$ cat src/rtl/stopwatch_controller.sv
// -----------------------------------------------------------------------------
// stopwatch_controller
//
// Sequencing controller for the stopwatch digit-counter chain. Raw button
// levels are synchronized and turned into single-cycle press events, which
// drive an IDLE/RUN/PAUSE/LAP state machine. The controller enables, holds and
// clears the counter chain, produces the prescaled count tick, and gives the
// display mux a lap-capture strobe plus a display-freeze flag.
//
// Parameters
//   TICK_DIV     clk cycles per count tick (legal 2 .. 2**DIV_W-1)
//   DIV_W        prescaler counter width
//
// Ports
//   clk          system clock, rising edge
//   reset        asynchronous active-low reset
//   btn_start    raw start/resume button level (asynchronous)
//   btn_stop     raw stop button level (asynchronous)
//   btn_lap      raw lap/split button level (asynchronous)
//   btn_clear    raw clear button level (asynchronous)
//   start_resume count enable to counter chain (RUN or LAP)
//   stop         hold request to counter chain (PAUSE)
//   cnt_clear    one-cycle clear pulse to counter chain
//   tick         one-cycle count pulse to least-significant counter
//   lap_load     one-cycle strobe, display latch captures current count
//   disp_freeze  display shows latched lap value (LAP)
//   state        IDLE=00, RUN=01, PAUSE=10, LAP=11
// -----------------------------------------------------------------------------
module stopwatch_controller #(
   parameter int TICK_DIV = 10000,
   parameter int DIV_W    = 14
) (
   input  logic       clk,
   input  logic       reset,
   input  logic       btn_start,
   input  logic       btn_stop,
   input  logic       btn_lap,
   input  logic       btn_clear,
   output logic       start_resume,
   output logic       stop,
   output logic       cnt_clear,
   output logic       tick,
   output logic       lap_load,
   output logic       disp_freeze,
   output logic [1:0] state
);

   typedef enum logic [1:0] {
      ST_IDLE  = 2'b00,
      ST_RUN   = 2'b01,
      ST_PAUSE = 2'b10,
      ST_LAP   = 2'b11
   } state_e;

   localparam logic [DIV_W-1:0] DIV_LAST = DIV_W'(TICK_DIV - 1);

   // Button bit positions inside the packed event vectors
   localparam int B_START = 0;
   localparam int B_STOP  = 1;
   localparam int B_LAP   = 2;
   localparam int B_CLEAR = 3;

   logic [3:0]       btn_raw_s;
   logic [3:0]       sync1_q;
   logic [3:0]       sync2_q;
   logic [3:0]       hist_q;
   logic [3:0]       ev_s;

   state_e           state_q;
   state_e           state_d;
   logic             clr_d;
   logic             lap_d;

   logic [DIV_W-1:0] div_q;
   logic [DIV_W-1:0] div_d;
   logic             tick_d;
   logic             run_now_s;
   logic             run_next_s;

   logic             start_resume_q;
   logic             stop_q;
   logic             cnt_clear_q;
   logic             tick_q;
   logic             lap_load_q;
   logic             disp_freeze_q;

   assign btn_raw_s = {btn_clear, btn_lap, btn_stop, btn_start};

   // Synchronizer and edge history. Reset to 1 so a button already held
   // when reset releases looks "old" and produces no event until re-pressed.
   always_ff @(posedge clk or negedge reset) begin
      if (!reset) begin
         sync1_q <= 4'hF;
         sync2_q <= 4'hF;
         hist_q  <= 4'hF;
      end else begin
         sync1_q <= btn_raw_s;
         sync2_q <= sync1_q;
         hist_q  <= sync2_q;
      end
   end

   // One event per press: synchronized level high, previous level low
   assign ev_s = sync2_q & ~hist_q;

   // Next-state decode. Within each state only legal events are considered,
   // tested in priority order clear > stop > start > lap, so the highest
   // legal one wins and the rest are dropped.
   always_comb begin
      state_d = state_q;
      clr_d   = 1'b0;
      lap_d   = 1'b0;
      case (state_q)
         ST_IDLE: begin
            if (ev_s[B_CLEAR]) begin
               clr_d = 1'b1;
            end else if (ev_s[B_START]) begin
               state_d = ST_RUN;
            end else begin
               state_d = ST_IDLE;
            end
         end
         ST_RUN: begin
            if (ev_s[B_STOP] || ev_s[B_START]) begin
               state_d = ST_PAUSE;
            end else if (ev_s[B_LAP]) begin
               state_d = ST_LAP;
               lap_d   = 1'b1;
            end else begin
               state_d = ST_RUN;
            end
         end
         ST_LAP: begin
            if (ev_s[B_CLEAR]) begin
               // Unfreeze only; the counters keep running untouched
               state_d = ST_RUN;
            end else if (ev_s[B_STOP] || ev_s[B_START]) begin
               state_d = ST_PAUSE;
            end else if (ev_s[B_LAP]) begin
               lap_d = 1'b1;
            end else begin
               state_d = ST_LAP;
            end
         end
         ST_PAUSE: begin
            if (ev_s[B_CLEAR]) begin
               state_d = ST_IDLE;
               clr_d   = 1'b1;
            end else if (ev_s[B_START]) begin
               state_d = ST_RUN;
            end else begin
               state_d = ST_PAUSE;
            end
         end
         default: begin
            state_d = ST_IDLE;
         end
      endcase
   end

   assign run_now_s  = (state_q == ST_RUN) || (state_q == ST_LAP);
   assign run_next_s = (state_d == ST_RUN) || (state_d == ST_LAP);

   // Prescaler. It only advances on edges where the chain is counting both
   // before and after, so the edge entering PAUSE and the edge leaving it
   // both hold the count: a tick due on the pause edge is deferred to after
   // resume rather than lost or duplicated.
   always_comb begin
      div_d  = div_q;
      tick_d = 1'b0;
      if (clr_d || (state_d == ST_IDLE)) begin
         div_d = '0;
      end else if (run_now_s && run_next_s) begin
         if (div_q == DIV_LAST) begin
            div_d  = '0;
            tick_d = 1'b1;
         end else begin
            div_d = div_q + DIV_W'(1);
         end
      end else begin
         div_d = div_q;
      end
   end

   // State machine register with outputs decoded from the next state
   always_ff @(posedge clk or negedge reset) begin
      if (!reset) begin
         state_q        <= ST_IDLE;
         div_q          <= '0;
         start_resume_q <= 1'b0;
         stop_q         <= 1'b0;
         cnt_clear_q    <= 1'b0;
         tick_q         <= 1'b0;
         lap_load_q     <= 1'b0;
         disp_freeze_q  <= 1'b0;
      end else begin
         state_q        <= state_d;
         div_q          <= div_d;
         start_resume_q <= run_next_s;
         stop_q         <= (state_d == ST_PAUSE);
         cnt_clear_q    <= clr_d;
         tick_q         <= tick_d;
         lap_load_q     <= lap_d;
         disp_freeze_q  <= (state_d == ST_LAP);
      end
   end

   assign start_resume = start_resume_q;
   assign stop         = stop_q;
   assign cnt_clear    = cnt_clear_q;
   assign tick         = tick_q;
   assign lap_load     = lap_load_q;
   assign disp_freeze  = disp_freeze_q;
   assign state        = state_q;

endmodule

$ cat config.mk
export PLATFORM = sky130hd
export DESIGN_NAME = stopwatch_controller
export DESIGN_NICKNAME = d
export VERILOG_FILES = /design/src/rtl/stopwatch_controller.sv
export SDC_FILE = /design/constraint.sdc
export NUM_CORES = 1
export LEC_CHECK = 0
export ABC_CLOCK_PERIOD_IN_PS = 2310
export CAP_MARGIN = 15
export CORE_ASPECT_RATIO = 1.2
export CORE_UTILIZATION = 42
export CTS_BUF_LIST = sky130_fd_sc_hd__clkbuf_8
export DETAILED_ROUTE_END_ITERATION = 10
export GPL_TIMING_DRIVEN = 0
export PLACE_DENSITY = 0.7
export SLEW_MARGIN = 20
export SYNTH_ARGS = -nofsm -noshare
export SYNTH_HDL_FRONTEND = slang
export SYNTH_SLANG_ARGS = --single-unit
$ cat constraint.sdc
create_clock -name clk -period 2.31 [get_ports clk]
set_input_delay 0.3465 -clock clk [delete_from_list [all_inputs] [get_ports clk]]
set_output_delay 0.3465 -clock clk [all_outputs]
set_load 0.05 [all_outputs]
==> impl_metrics.json, run 1 <==
{
  "outcome": "finished clean",
  "grt_max_degree": 35,
  "p_int_uw": 964,
  "cts_buffer_depth": 2,
  "clk_latency_ns": 0.29,
  "cts_tree": "yes",
  "die_y_um": 68.9,
  "end_kind": "register",
  "cts.reportedPaths.clkPinSlew_ns": 0.07,
  "tightest_slew_ns": 0.780,
  "worstPathMaxFanout": 10,
  "max_slew_margin_pct": 48.0,
  "cts_made_buffers": 5,
  "finalCritPeriodShare_pct": 94.5,
  "clock_skew_ns": 0.00476,
  "die_w_um": 57.7,
  "insertedDiodeCount": 0,
  "core-area_um2": 3450,
  "tns_ns": 0,
  "hold_class": "primary input to async pin",
  "wl_per_cell_um": 15.2,
  "worstSetupStartpoint": "div_q[11]",
  "syn_nets": 153,
  "num_io_pins": 14,
  "antenna_found_initial": 0,
  "grt-ovfl-total": 0,
  "hold_viol": 0,
  "grt_pass1_wl_mm": 5.52,
  "first_iter_violations": 110,
  "drtAntennaViolNets": 0,
  "power.leakage_nw": 0.714,
  "p_comb_share_pct": 19.7,
  "cts_root_buf": "clkbuf_8",
  "synth_largest_area_cell": "dfrtp_1",
  "pre_cts_ws_ns": 0.0633,
  "rows": 23,
  "area_delta_synth_final_pct": 17.1,
  "synth.distinct_cells": 42,
  "grt_pass1_vias": 1233,
  "rr_startpoint": "div_q[11]",
  "drc": 0,
  "startpoint_type": "register",
  "irDropWorstVdd_uv": 486,
  "switching_power_uw": 436,
  "crit_type": "register to register",
  "r2r_end": "div_q[5]",
  "finalWirelength_mm": 3.11,
  "switching_share_pct": 31.2,
  "cts_setup_buffers": 0,
  "htreeDepth": 2,
  "reg2reg_slack_ns": 0.13,
  "critical_path_arrival_ns": 2.35,
  "synth_area_leaders": "dfrtp_1 (35%), dfstp_2 (20%), nand3_1 (4.2%)",
  "hold_buffers": 0,
  "hpwl_mm": 2.18,
  "cp.required_ns": 2.47,
  "drv_cap": 0,
  "avgSynthCellArea_um2": 10.7,
  "post_cts_resized": 0,
  "drt_pass1_iterations": 4,
  "power_density_nw_per_um2": 764,
  "globalplace.congestion": 0.850,
  "period_needed_ns": 2.18,
  "die-area_um2": 3980,
  "syn_inst": 146,
  "ys_seq_area_share_pct": 55.3,
  "drive_gt1_share_pct": 16.2,
  "setup_viol": 0,
  "synth_seq_cells": 34,
  "via_per_inst": 6.25,
  "num-fill-cells": 307,
  "power_frac_seq_pct": 48.0,
  "rsz0062_at_grt": "no",
  "fin_ws_ns": 0.126,
  "yosysWarnings": 0,
  "clock-sinks": 34,
  "synth_top_area_share_pct": 35.2,
  "synth_area_um2": 1570,
  "reg2reg_depth": 6,
  "io_buffers": 13,
  "grtUsageTotal_pct": 18.9,
  "clockPowerShare_pct": 32.3,
  "start_util_pct": 45.3,
  "finish.net_count": 173,
  "max_freq_mhz": 458,
  "drv_slew": 0,
  "vias": 1274
}
## cell usage after synthesis, drive strengths merged
master / number
a211oi: 2
a21boi: 1
a21o: 1
a21oi: 2
a31oi: 6
a32o: 1
a32oi: 2
a41oi: 5
and3: 2
and3b: 1
and4: 2
buf: 3
clkbuf: 5
dfrtp: 22
dfstp: 12
ha: 1
inv: 5
mux2i: 1
nand2: 12
nand2b: 2
nand3: 13
nand4: 7
nor2: 7
nor2b: 1
nor3: 2
nor3b: 2
nor4: 3
nor4b: 1
o2111ai: 4
o21ai: 5
o221ai: 1
o22ai: 1
o31a: 2
o31ai: 3
o32ai: 1
or3: 1
or4: 3
or4b: 1
## layout by cell type (no fill, tap or decap), types with 2 or more instances in the layout
| cell type | count |
|---|---|
| nand3_1 | 13 |
| o31ai_1 | 3 |
| dfrtp_1 | 22 |
| nor4_1 | 3 |
| a21oi_1 | 2 |
| and4_1 | 2 |
| clkdlybuf4s50_1 | 12 |
| a31oi_1 | 6 |
| clkbuf_1 | 4 |
| and3_1 | 2 |
| o2111ai_1 | 4 |
| a41oi_1 | 5 |
| or4_1 | 3 |
| nor3_1 | 2 |
| nand4_1 | 7 |
| nor3b_1 | 2 |
| dfstp_2 | 12 |
| nand2b_1 | 2 |
| nand2_1 | 12 |
| nor2_1 | 7 |
| inv_1 | 5 |
| o21ai_0 | 5 |
| a32oi_1 | 2 |
| clkbuf_8 | 6 |
## power groups by stage
stage | Combinational, mW | Sequential, mW | Clock [mW]
finish | 0.276 | 0.672 | 0.452
global route | 0.298 | 0.678 | 0.497
CTS | 0.277 | 0.672 | 0.467
detailed placement | 0.275 | 0.683 | 0
global placement | 0.274 | 0.680 | 0
floorplan | 0.117 | 0.743 | 0
## cell families after synthesis
| group | share of synthesized area [%] |
|---|---|
| and+or+nand+nor | 21.1 |
| muxes | 0.640 |
| DFF | 55.3 |
| adders and majority gates | 0.799 |
| AOI/OAI and AO/OA | 17.8 |
| buffers and inverters | 4.32 |
## worst max path at each step
stage,slack [ns],end,cells past startpoint
2_1_floorplan,0.24,div_q[5],6
3_5_place_dp,0.06,div_q[7],7
4_1_cts,0.05,div_q[7],7
5_1_grt,0.005,div_q[10],7
3_3_place_gp,0.09,div_q[7],7
6_report,0.13,div_q[5],6
## state kept, by name, summed over array words and instances, names as in the netlist
name          cells
div_q            14
hist_q            4
sync1_q           4
sync2_q           4
state             2
cnt_clear         1
disp_freeze       1
lap_load          1
start_resume      1
stop              1
tick              1
## final cells by class
cell class                 instances  area, um^2  area share, %
sequential                        34         866           47.2
multi-input combinational         99         632           34.5
timing repair buffer              13         125           6.83
clock buffer                       6        82.6           4.51
buffer                             8        50.0           2.73
tap                               37        46.3           2.53
inverter                           5        18.8           1.02
clock inverter                     2        12.5          0.683
## through the flow
stage / hold WS, ns / std cells / power, mW / instance area [um^2] / util, %
2_1_floorplan: 0.0509 / 146 / 0.861 / 1570 / -
3_3_place_gp: 0.347 / 196 / 0.955 / 1740 / 50.4
3_5_place_dp: 0.347 / 196 / 0.958 / 1740 / 50.3
4_1_cts: 0.140 / 204 / 1.42 / 1830 / 53.0
5_1_grt: 0.183 / 204 / 1.47 / 1830 / 53.1
6_report: 0.106 / 204 / 1.40 / 1830 / 53.1
## critical path: stages, from the launching register on
cell and delay [ns]:
dfrtp_1 0.44, or4b_1 0.52, or4_1 0.54, buf_6 0.16
buf_8 0.14, a211oi_2 0.16, o32ai_1 0.10
## metal layers
metal / share of wire (%) / global-route usage, % / wire length [um]
met2: 49 / 32.4 / 1530
met4: 1.6 / 11.3 / 51
met1: 44 / 21.2 / 1380
met3: 4.9 / 5.22 / 151
met5: 0 / 0 / 0
No activity file was read; power rests on OpenSTA's default activity.
==> run 2, diff against run 1 <==
--- a/config.mk
+++ b/config.mk
@@ -5,14 +5,15 @@
 export SDC_FILE = /design/constraint.sdc
 export NUM_CORES = 1
 export LEC_CHECK = 0
-export ABC_CLOCK_PERIOD_IN_PS = 2310
+export ABC_AREA = 1
+export ABC_CLOCK_PERIOD_IN_PS = 2000
 export CAP_MARGIN = 15
-export CORE_ASPECT_RATIO = 1.2
+export CORE_ASPECT_RATIO = 0.9
 export CORE_UTILIZATION = 42
 export CTS_BUF_LIST = sky130_fd_sc_hd__clkbuf_8
 export DETAILED_ROUTE_END_ITERATION = 10
 export GPL_TIMING_DRIVEN = 0
-export PLACE_DENSITY = 0.7
+export PLACE_DENSITY = 0.72
 export SLEW_MARGIN = 20
 export SYNTH_ARGS = -nofsm -noshare
 export SYNTH_HDL_FRONTEND = slang
==> constraint.sdc (replaced) <==
create_clock -name clk -period 2 [get_ports clk]
set_input_delay 0.3 -clock clk [delete_from_list [all_inputs] [get_ports clk]]
set_output_delay 0.3 -clock clk [all_outputs]
set_load 0.05 [all_outputs]
==> run 2 against run 1 <==
- die area grew 8.8%
- worst setup slack worse by 0.049 ns
- count of clock-buffer cells in the layout unchanged
==> impl_metrics.json, run 2 <==
{
  "vias": 1303,
  "critical_path.slowest_cell": "clkdlybuf4s50_1",
  "grt_max_degree": 19,
  "ys_async_sr_fraction_pct": 100,
  "reg2reg_slack_ns": 0.32,
  "hold_end": "sync2_q[1]",
  "setup_viol": 0,
  "final_cell_mix": "nand2_1 (49), nand3_1 (22), dfrtp_1 (22)",
  "crit_type": "register to output pin",
  "worstPathMaxFanout": 6,
  "critical_path_arrival_ns": 1.62,
  "htreeDepth": 2,
  "largest_reg_flops": 14,
  "globalplace.congestion": 0.954,
  "crit_buf_inv": 1,
  "gr-usage-met3_pct": 2.90,
  "synth_edf_count": 0,
  "cts_buffer_depth": 2,
  "synth_largest_area_cell": "dfrtp_1",
  "hold_class": "register to register",
  "gr-usage-met2_pct": 23.5,
  "ys_seq_area_share_pct": 50.7,
  "avgSynthCellArea_um2": 8.76,
  "cp.required_ns": 1.70,
  "cts.reportedPaths.clkPinSlew_ns": 0.07,
  "num_io_pins": 14,
  "wl_per_cell_um": 11.9,
  "grt_pass1_vias": 1171,
  "tightest_slew_ns": 0.499,
  "ys.flop_type": "dfrtp_1",
  "yosysWarnings": 0,
  "post_cts_resized": 0,
  "cts_setup_buffers": 0,
  "via_per_inst": 4.94,
  "whs_ns": 0.356,
  "start_util_pct": 44.8,
  "antenna_found_initial": 0,
  "finish.net_count": 224,
  "final_common_cell": "nand2_1",
  "finalCritPeriodShare_pct": 96.1,
  "io_buffers": 13,
  "grtUsageMet1_pct": 24.0,
  "top_usage_layer": "met1",
  "first_iter_violations": 96,
  "syn_nets": 202,
  "hold_viol": 0,
  "hpwl_mm": 2.29,
  "drive_gt1_share_pct": 27.5,
  "area_delta_synth_final_pct": 18.5,
  "critPathMaxStageDelay_ns": 0.86,
  "reg2reg_depth": 7,
  "netlist_top_cells_count": "nand2_1 (49), dfrtp_1 (22), nand3_1 (22)",
  "grtUsageTotal_pct": 16.3,
  "finalWirelength_mm": 3.14,
  "cts_tree": "yes",
  "power_density_nw_per_um2": 827,
  "die-area_um2": 4330,
  "synth_area_leaders": "dfrtp_1 (32%), dfstp_2 (18%), nand2_1 (11%)",
  "outcome": "finished clean",
  "drc": 0,
  "clock-sinks": 34,
  "syn_inst": 195,
  "grt-ovfl-total": 0,
  "synth_top_area_share_pct": 32.2,
  "worstPathCellList": "clkdlybuf4s50_1",
  "rr_startpoint": "div_q[0]",
  "synth.distinct_cells": 25,
  "drtAntennaViolNets": 0,
  "drt_pass1_iterations": 5,
  "end_kind": "output pin",
  "rows": 21,
  "max_freq_mhz": 520,
  "max_slew_margin_pct": 66.6,
  "cts_root_buf": "clkbuf_8",
  "critPathTopFamily": "buffers and inverters",
  "grt_pass1_wl_mm": 5.51,
  "cts_made_buffers": 5,
  "clock_skew_ns": 0.00724,
  "synth_seq_cells": 34,
  "fin_ws_ns": 0.0775,
  "whs_path_depth": 0,
  "irDropWorstVdd_uv": 443,
  "core-area_um2": 3810,
  "synth_most_common_cell": "nand2_1",
  "pre_cts_ws_ns": 0.360,
  "r2r_end": "div_q[0]",
  "clk_latency_ns": 0.28,
  "die_w_um": 69.2,
  "period_needed_ns": 1.92,
  "hold_start": "sync1_q[1]",
  "drv_slew": 0,
  "drv_cap": 0,
  "final_core_util_pct": 53.1,
  "startpoint_type": "register",
  "synth_area_um2": 1710,
  "rsz0062_at_grt": "no",
  "regMostFlops": "div_q",
  "die_y_um": 62.5,
  "power.leakage_nw": 0.903,
  "insertedDiodeCount": 0
}
## run 2: power breakdown
part           total, mW  leakage [nW]  internal, mW  switching (mW)
registers          0.788         0.427         0.742          0.0460
logic              0.357         0.429         0.123           0.234
clock network      0.529        0.0472         0.277           0.252
total               1.67         0.903          1.14           0.532
## run 2: routing by layer
metal  part of all wire (%)  routed length, um
met4                    1.8                 58
met3                    4.0                125
met1                     51               1590
met5                      0                  0
met2                     44               1370
## run 2: worst max-delay path by stage
stage,from,end,slack (ns),depth (start not counted)
detailed placement,div_q[0],div_q[13],0.36,8
floorplan,state[0],div_q[10],0.46,8
global placement,reset,div_q[12],-0.05,1
finish,state[0],state[0],0.08,1
CTS,state[0],state[0],0.07,1
global route,state[0],state[0],0.02,1
## run 2: kinds of logic (layout without fill, tap and decap cells)
| kind of cell | count (synthesis) | in the layout | share of synthesized area, % |
|---|---|---|---|
| adders and majority gates | 1 | 1 | 0.732 |
| DFF | 34 | 34 | 50.7 |
| buffers and inverters | 23 | 46 | 6.30 |
| AOI/OAI and AO/OA | 7 | 7 | 3.08 |
| and+or+nand+nor | 130 | 130 | 39.2 |
## run 2: area by class of cell
| class | instances | area, um^2 |
|---|---|---|
| fillers | 341 | 1790 |
| flip-flops and latches | 34 | 866 |
| multi-input cells | 138 | 734 |
| repair buffers | 15 | 163 |
| clock buffers | 6 | 82.6 |
| inverters | 21 | 80.1 |
| well taps | 46 | 57.6 |
| plain buffers | 2 | 27.5 |
| clock inverters | 2 | 12.5 |
## run 2: timing repair
action	CTS	global route
endpoints found under the hold margin	10	0
hold buffers	1	0
endpoints found under the setup margin	0	0
## run 2: through the flow
step | total power, mW | cell area, um^2 | cells | setup TNS, ns
detailed placement | 1.16 | 1920 | 255 | 0
global placement | 1.15 | 1900 | 254 | -0.996
global route | 1.77 | 2020 | 264 | 0
floorplan | 1.04 | 1710 | 195 | 0
finish | 1.67 | 2020 | 264 | 0
CTS | 1.69 | 2020 | 264 | 0
